File: config.mk
export PLATFORM = sky130hd
export DESIGN_NAME = cacheline_adaptor
export DESIGN_NICKNAME = d
export VERILOG_FILES = /design/src/rtl/cacheline_adaptor.sv
export SDC_FILE = /design/constraint.sdc
export NUM_CORES = 1
export LEC_CHECK = 0
export ABC_AREA = 1
export BUFFER_PORTS_ARGS = -buffer_cell sky130_fd_sc_hd__buf_4
export CAP_MARGIN = 25
export CORE_AREA = 3 3 278 280
export CTS_CLUSTER_DIAMETER = 60
export DETAILED_ROUTE_END_ITERATION = 16
export DIE_AREA = 0 0 281 283
export GPL_ROUTABILITY_DRIVEN = 0
export PLACE_DENSITY = 0.42
export RECOVER_POWER = 50
export SYNTH_ARGS = -nofsm -noshare
export SYNTH_HDL_FRONTEND = slang
export SYNTH_SLANG_ARGS = --single-unit
File: constraint.sdc
create_clock -name clk -period 3.6 [get_ports clk]
set_input_delay 0.72 -clock clk [delete_from_list [all_inputs] [get_ports clk]]
set_output_delay 0.72 -clock clk [all_outputs]
set_load 0.005 [all_outputs]
File: src/rtl/cacheline_adaptor.sv
// cacheline_adaptor: bridges the cache's single-transfer line port to a
// multi-beat burst memory bus. One line transfer is in flight at a time.
//
// Ports
//   clk, rst               single clock, synchronous active-high reset
//   line_i / line_o        line to write / assembled read line (cache side)
//   address_i              line address from the cache
//   read_i / write_i       cache line requests, held until resp_o
//   resp_o                 one-cycle completion pulse to the cache
//   burst_i / burst_o      read beat from memory / write beat to memory
//   address_o              aligned line address presented for the whole burst
//   read_o / write_o       burst requests to memory
//   resp_i                 memory beat strobe, one beat per high cycle
module cacheline_adaptor #(
  parameter int unsigned s_line    = 256,
  parameter int unsigned s_burst   = 64,
  parameter int unsigned s_offset  = 5,
  parameter int unsigned num_beats = s_line / s_burst
) (
  input  logic               clk,
  input  logic               rst,
  input  logic [s_line-1:0]  line_i,
  output logic [s_line-1:0]  line_o,
  input  logic [31:0]        address_i,
  input  logic               read_i,
  input  logic               write_i,
  output logic               resp_o,
  input  logic [s_burst-1:0] burst_i,
  output logic [s_burst-1:0] burst_o,
  output logic [31:0]        address_o,
  output logic               read_o,
  output logic               write_o,
  input  logic               resp_i
);

  localparam int unsigned cnt_w = $clog2(num_beats);
  localparam logic [31:0] align_mask = ~((32'd1 << s_offset) - 32'd1);

  typedef enum logic [1:0] {
    IDLE  = 2'd0,
    READ  = 2'd1,
    WRITE = 2'd2,
    DONE  = 2'd3
  } state_t;

  state_t             state, state_next;
  logic [s_line-1:0]  line_buf, line_buf_next;
  logic [31:0]        addr_reg, addr_next;
  logic [cnt_w-1:0]   cnt, cnt_next;
  logic               last_beat;

  assign last_beat = (cnt == cnt_w'(num_beats - 1));

  // State and datapath registers
  always_ff @(posedge clk) begin
    if (rst) begin
      state    <= IDLE;
      line_buf <= '0;
      addr_reg <= '0;
      cnt      <= '0;
    end else begin
      state    <= state_next;
      line_buf <= line_buf_next;
      addr_reg <= addr_next;
      cnt      <= cnt_next;
    end
  end

  // Next-state and datapath update; gaps in resp_i simply hold everything
  always_comb begin
    state_next    = state;
    line_buf_next = line_buf;
    addr_next     = addr_reg;
    cnt_next      = cnt;
    case (state)
      IDLE: begin
        // write wins when both requests are present
        if (write_i) begin
          line_buf_next = line_i;
          addr_next     = address_i & align_mask;
          cnt_next      = '0;
          state_next    = WRITE;
        end else if (read_i) begin
          addr_next  = address_i & align_mask;
          cnt_next   = '0;
          state_next = READ;
        end
      end
      READ: begin
        if (resp_i) begin
          line_buf_next[s_burst * 32'(cnt) +: s_burst] = burst_i;
          cnt_next = cnt + cnt_w'(1);
          if (last_beat) state_next = DONE;
        end
      end
      WRITE: begin
        if (resp_i) begin
          cnt_next = cnt + cnt_w'(1);
          if (last_beat) state_next = DONE;
        end
      end
      DONE: begin
        state_next = IDLE;
      end
      default: state_next = IDLE;
    endcase
  end

  // Memory and cache outputs are decodes or muxes of registered state only
  assign read_o    = (state == READ);
  assign write_o   = (state == WRITE);
  assign resp_o    = (state == DONE);
  assign address_o = addr_reg;
  assign line_o    = line_buf;
  assign burst_o   = line_buf[s_burst * 32'(cnt) +: s_burst];

endmodule

==> results of run 1 <==
[registers in the layout, summed over array words and instances, names as in the netlist]
register   flops
address_o     27
cnt            2
line_o       256
state          2
[cells by family after synthesis]
logic type,after synthesis,share of synthesized area
adders and majority gates,10,0.00665
other,1,0.000199
buffers and inverters,523,0.131
AOI/OAI and AO/OA,351,0.0934
and+or+nand+nor,2146,0.464
DFF,287,0.306
[routing by layer]
layer,part of all wire,vias up,GRT usage
met5,0.00045,-,0
met1,0.42,10100,0.292
met4,0.027,6,0.0765
met3,0.065,135,0.0580
li1,-,11200,-
met2,0.48,561,0.407
[metrics by stage]
stage | area (um^2) | total power, W | util | instances | setup WS, ns
floorplan | 18800 | 0.0148 | - | 3322 | 1.37
global placement | 24500 | 0.0219 | 0.328 | 4783 | 0.908
detailed placement | 24500 | 0.0219 | 0.328 | 4783 | 0.907
CTS | 26300 | 0.0274 | 0.352 | 4872 | 0.335
global route | 25800 | 0.0285 | 0.346 | 4883 | 0.167
finish | 25800 | 0.0263 | 0.346 | 4886 | 0.423
[area by class of cell]
class | count | share of cell area
inverters | 272 | 0.0404
clock buffers | 65 | 0.0529
well taps | 969 | 0.0469
clock inverters | 24 | 0.0158
repair buffers | 743 | 0.207
flip-flops and latches | 287 | 0.223
multi-input cells | 2512 | 0.413
diodes | 14 | 0.00136
[path summary, 6_finish.rpt]
path                    startpoint                 endpoint  cells after the start
max            cnt[0]$_SDFFE_PP0P_               burst_o[9]                      6
min                            rst    state[1]$_SDFFE_PP0P_                      2
max reg2reg  state[0]$_SDFFE_PP0P_  line_o[42]$_SDFFE_PP0P_                     10
min reg2reg  state[1]$_SDFFE_PP0P_    state[1]$_SDFFE_PP0P_                      2
[cells in the final DEF, fill, tap and decap left out, types with 5 or more instances in the layout]
cell type,n
nor2_1,611
inv_1,265
clkinv_2,9
bufinv_16,11
clkbuf_8,8
nor3_1,27
clkbuf_1,138
a21oi_1,194
o21ai_0,133
nand3_1,66
dfxtp_1,286
clkbuf_4,154
ha_1,8
buf_12,20
nand3b_1,128
nand3_4,5
diode_2,14
o21ai_1,24
conb_1,5
buf_4,438
nand2_1,1303
clkbuf_16,49
[power by group through the flow]
stage	logic [W]	clock network, W	registers, W
global placement	0.0161	0	0.00585
global route	0.0171	0.00553	0.00592
detailed placement	0.0161	0	0.00585
floorplan	0.00922	0	0.00558
CTS	0.0161	0.00542	0.00580
finish	0.0153	0.00528	0.00575
==> results.md, run 1 <==
- WL/cell: about 20 um
- Sw Share: 0.489
- Iter 0 DRT Violations: 1207
- Share of layout cells above drive strength 1: 0.183
- Pint: around 0.013 W
- Max stage delay on crit path: 0.47 ns
- Sequential cell area: between 0.005 and 0.006 mm^2
- Mapped Cells: around 3300
- Worst vdd ir: about 0.00079 V
- Main synth FF type: dfxtp_1
- CTS tree: yes
- Ys Warns: 0
- Post-synth top area cell: dfxtp_1
- Area delta synth->final: 37.3%
- Largest cells by area after synthesis: dfxtp_1, nand2_1, nor2_1
- Nets@finish: 4232
- Number of clock sinks: roughly 290
- PwrDens: approximately 1000 mW/mm^2
- Clock network fraction of total power: 0.201
- Worst hold path type: in2reg
- First-pass GRT wire length: 143 mm
- Psw: ~0.013 W
- Mapped Avg Cell Area: 5.67 um^2
- Critical path class: reg2out
- CP Capture Type: output port
- Overall routed net length: about 99 mm
- CP required: 2.88 ns
- Clk_skew: 0.0232 ns
- Rows: 100
- Post-synthesis cell type count: 23
- FILL cells: a little under 9000
- Post-synth top cells: nand2_1, nor2_1, dfxtp_1
- Number of max-cap violations: 0
- Yosys reg bits: approximately 290
- Pleak: around 13 nW
- Worst Max-Slew Pin Slew: about 1.2 ns
- Full die area: roughly 0.080 mm^2
- Combinational power share: 0.581
- Starting Density: 0.252
- WP buf/inv: 3
- Fin crit share: 0.883
- Critical Path Fanout Max: between 60 and 70
- Synth top area share: 0.306
- Crit-path slowest cell: inv_6
- Number of remaining DRC errors: 0
- TritonCTS Buffers: 49
- Sequential share of the synthesized area: 0.306
- Cell mode on critical path: a21oi_1
- GRT overflow: 0
- Minimum clock period: 3.18 ns
- Clk pin slew, worst setup/hold paths: ~0.060 ns
- Pin count of the biggest net entering global routing: 129
- WHS: 0.344 ns
- Ys async rst share: 0
- Arr. time, crit path: 2.46 ns
- Post-CTS setup buffers: 0
- Final setup violation count: 0
- Vias in the first global route: 21100
- Seq pwr share: 0.218
- CP top delay family: buffers and inverters
- Synth Cell Area: 0.0188 mm^2
- Most frequent cell after synthesis: nand2_1
- Total GRT Usage: 0.238
- Vias: around 22000
- Die width: roughly 280 um
- Clock Latency Late Sink: approximately 0.58 ns
- Dpl hpwl: between 60 and 70 mm
- Final slew viol count: 0
- I/O pin cnt: around 700
- Resized Gates After CTS: 0
- Status: finished, final reports clean
- Initial antenna violation count: 17
- Hold Buf Count CTS: 0
- Vias per cell: about 4.5
- Unrepaired setup endpoints after global routing: no
- CP startpoint kind: flip-flop
- Multi-input logic area: between 0.01 and 0.015 mm^2
- 1st-pass router iterations: 5
- Setup tns final: 0 ns
- H-tree Lvls: 2
- Post-synth EDFFs: 0
- Worst-path cell chain: inv_6 -> buf_12 -> o21ai_0 -> a21oi_1 -> a21oi_1 -> buf_4
- Die Span Y: approximately 280 um
- Core box area: 0.0747 mm^2
- Clock root cell: clkbuf_16
- Port buffer count: roughly 700
- R2r setup slk: 0.50 ns
- Final Hold Viols: 0
- Slew Limit Headroom: 0.231
- Post-route ant nets: 0
- Fmax: between 300 and 400 MHz
- Max Root-Sink Buffers: 3
No activity file was read; power rests on OpenSTA's default activity.
==> inputs of run 2 (changes only) <==
ABC_CLOCK_PERIOD_IN_PS = 3550   (was default)
SETUP_SLACK_MARGIN = 0.15   (was default)
clock period = 3.55 ns   (was 3.6 ns; I/O delays follow)
==> run 2 against run 1 <==
  * Sequential cell count is the same
  * The flow now finishes with violations (max-capacitance violations, max-slew violations)
  * Cell area down 0.13%
  * Largest power group unchanged
  * Global-route usage is 0.23 points higher
==> results.md, run 2 (synthesis gave the netlist of run 1 again) <==
- Number of remaining DRC errors: 0 (unchanged)
- Pleak: 13.2 nW (-0.12%)
- Slew Limit Headroom: -0.0794 (-0.310)
- Iter 0 DRT Violations: 1318 (+9.2%)
- Final setup violation count: 0 (unchanged)
- Pin count of the biggest net entering global routing: 109 (-16%)
- Post-CTS setup buffers: 0 (unchanged)
- GRT overflow: 0 (unchanged)
- CTS tree: yes
- Total GRT Usage: 0.240 (+0.00232)
- Max reg flops: 256 (unchanged)
- Final slew viol count: 30 (+30)
- I/O pin cnt: 712 (unchanged)
- FILL cells: 8651 (-0.61%)
- Failing checks: max-capacitance violations, max-slew violations
- Post-route ant nets: 0 (unchanged)
- Clock Latency Late Sink: 0.58 ns (about the same)
- Worst vdd ir: 0.000844 V (+7.2%)
- Overall routed net length: 98.7 mm (-0.28%)
- Final setup margin: 0.375 ns (-0.0477 ns)
- Worst Hold Path EP: state[1]$_SDFFE_PP0P_
- Critical Path Fanout Max: 44 (-35%)
- Share of layout cells above drive strength 1: 0.184 (+0.00105)
- Fin crit share: 0.894
- Resized Gates After CTS: 0 (unchanged)
- Initial antenna violation count: 19 (+2)
- Nets@finish: 4243 (+0.26%)
- Minimum clock period: ~3.2 ns
- Worst Max-Slew Pin Slew: 1.62 ns (+0.467 ns)
- Die width: 281 um (unchanged)
- Number of clock sinks: 287 (unchanged)
- Multi-input logic area: 0.0107 mm^2 (about the same)
- Starting Density: 0.252 (unchanged)
- Fmax: 315 MHz
- Worst Min Path Start: rst
- Highest Signal Layer: met5
- Worst r2r path cells: 7 (-3)
- Commonest cells after routing, fill and taps aside: nand2_1, nor2_1, buf_4
- PwrDens: 1020 mW/mm^2 (+0.38%)
- Max Root-Sink Buffers: 3 (unchanged)
- Dpl hpwl: 68.0 mm (+1.2%)
- First-pass GRT wire length: 146 mm (+1.7%)
- 1st-pass router iterations: 5 (unchanged)
- Clock root cell: clkbuf_16
- H-tree Lvls: 2 (unchanged)
- Final Hold Viols: 0 (unchanged)
- Vias: 22200 (+0.70%)
- Pre-CTS setup slack: 0.921 ns (+0.0137 ns)
- Sequential cell area: 0.00575 mm^2 (unchanged)
- TritonCTS Buffers: 49 (unchanged)
- Worst hold path type: in2reg
- Core box area: 0.0747 mm^2 (unchanged)
- Worst-path cell chain: inv_4 -> buf_4 -> o21ai_0 -> a21oi_1 -> a21oi_1 -> buf_4
- Clk pin slew, worst setup/hold paths: 0.05 ns (about the same)
- Setup tns final: 0 ns (unchanged)
- Clk_skew: 0.0172 ns (-0.00597 ns)
- R2r setup slk: 0.70 ns (+0.20 ns)
- WL/cell: 20.2 um (-0.42%)
- Area delta synth->final: 37.2%
- Reg2reg start: state[0]$_SDFFE_PP0P_
- CP Capture Type: output port
- Max stage delay on crit path: 0.50 ns (+0.03 ns)
- Depth of the worst hold-timing path: 2 (unchanged)
- Rows: 100 (unchanged)
- Final Power: 0.0264 W (+0.26%)
- Crit-path slowest cell: buf_4
- Hold Buf Count CTS: 0 (unchanged)
- Die Span Y: 283 um (unchanged)
- Met3 wire length: 6.25 mm (-2.3%)
- CP startpoint kind: flip-flop
- Commonest non-fill, non-tap cell in the layout: nand2_1
- Status: finished with violations
- Vias per cell: 4.53 (+0.56%)
- CP required: 2.84 ns (-0.04 ns)
- Vias in the first global route: 21500 (+2.1%)
- Unrepaired setup endpoints after global routing: no
- Reg2Reg Capture Point: address_o[15]$_SDFFE_PP0P_
- Number of max-cap violations: 1 (+1)
- Port buffer count: 701 (unchanged)
- Arr. time, crit path: 2.46 ns (about the same)
- Full die area: 0.0795 mm^2 (unchanged)
- Met2 wire length: 47.7 mm (-0.17%)
- Met1 WL: 41.8 mm (-0.59%)
- Critical path class: reg2out
-- run 2: changes by cell type in the layout (fill, tap and decap cells not counted), moves of 2 or more --
cell,delta
clkinv_2,-4
clkinv_8,+2
buf_4,+9
bufinv_16,-5
diode_2,+2
clkbuf_1,+2
clkinv_4,+2
-- run 2: layout make-up --
type	count	share of cell area
Clock inverter	19	0.0111
Clock buffer	64	0.0524
Tap cell	969	0.0470
Timing Repair Buffer	754	0.210
Antenna cell	16	0.00155
Sequential cell	287	0.223
Multi-Input combinational cell	2512	0.414
Inverter	272	0.0405
-- run 2: metrics by stage --
stage | cell area [um^2] | std cells | util | hold slack, ns
6_report | 25800 | 4893 | 0.345 | 0.334
5_1_grt | 25800 | 4889 | 0.345 | 0.302
4_1_cts | 26300 | 4877 | 0.351 | 0.279
3_5_place_dp | 24600 | 4794 | 0.329 | 0.488
3_3_place_gp | 24600 | 4794 | 0.329 | 0.482
2_1_floorplan | 18800 | 3322 | - | 0.466
-- run 2: worst max-delay path, delay by kind of cell, from the launching register on --
family                 cells  cell delay (ns)
buffers and inverters      3             0.85
AOI/OAI and AO/OA          3             0.58
DFF                        1             0.39
-- run 2: where the power goes --
| part | internal (W) | total, W | switching, W |
|---|---|---|---|
| logic | 0.00558 | 0.0156 | 0.00999 |
| registers | 0.00465 | 0.00584 | 0.00118 |
| clock network | 0.00310 | 0.00497 | 0.00187 |
-- run 2: how the worst max path moves through the flow --
stage / from / to / depth (start not counted)
global route: cnt[1]$_SDFFE_PP0P_ / burst_o[11] / 6
floorplan: cnt[0]$_SDFFE_PP0P_ / line_o[201]$_SDFFE_PP0P_ / 14
CTS: cnt[1]$_SDFFE_PP0P_ / burst_o[11] / 6
finish: cnt[1]$_SDFFE_PP0P_ / burst_o[11] / 6
global placement: cnt[0]$_SDFFE_PP0P_ / line_o[139]$_SDFFE_PP0P_ / 9
detailed placement: cnt[0]$_SDFFE_PP0P_ / line_o[139]$_SDFFE_PP0P_ / 9
-- run 2: metal layers --
| layer | up-vias | GRT usage |
|---|---|---|
| met5 | - | 0 |
| met4 | 6 | 0.0789 |
| met3 | 147 | 0.0532 |
| met2 | 629 | 0.411 |
| met1 | 10100 | 0.298 |
| li1 | 11200 | - |
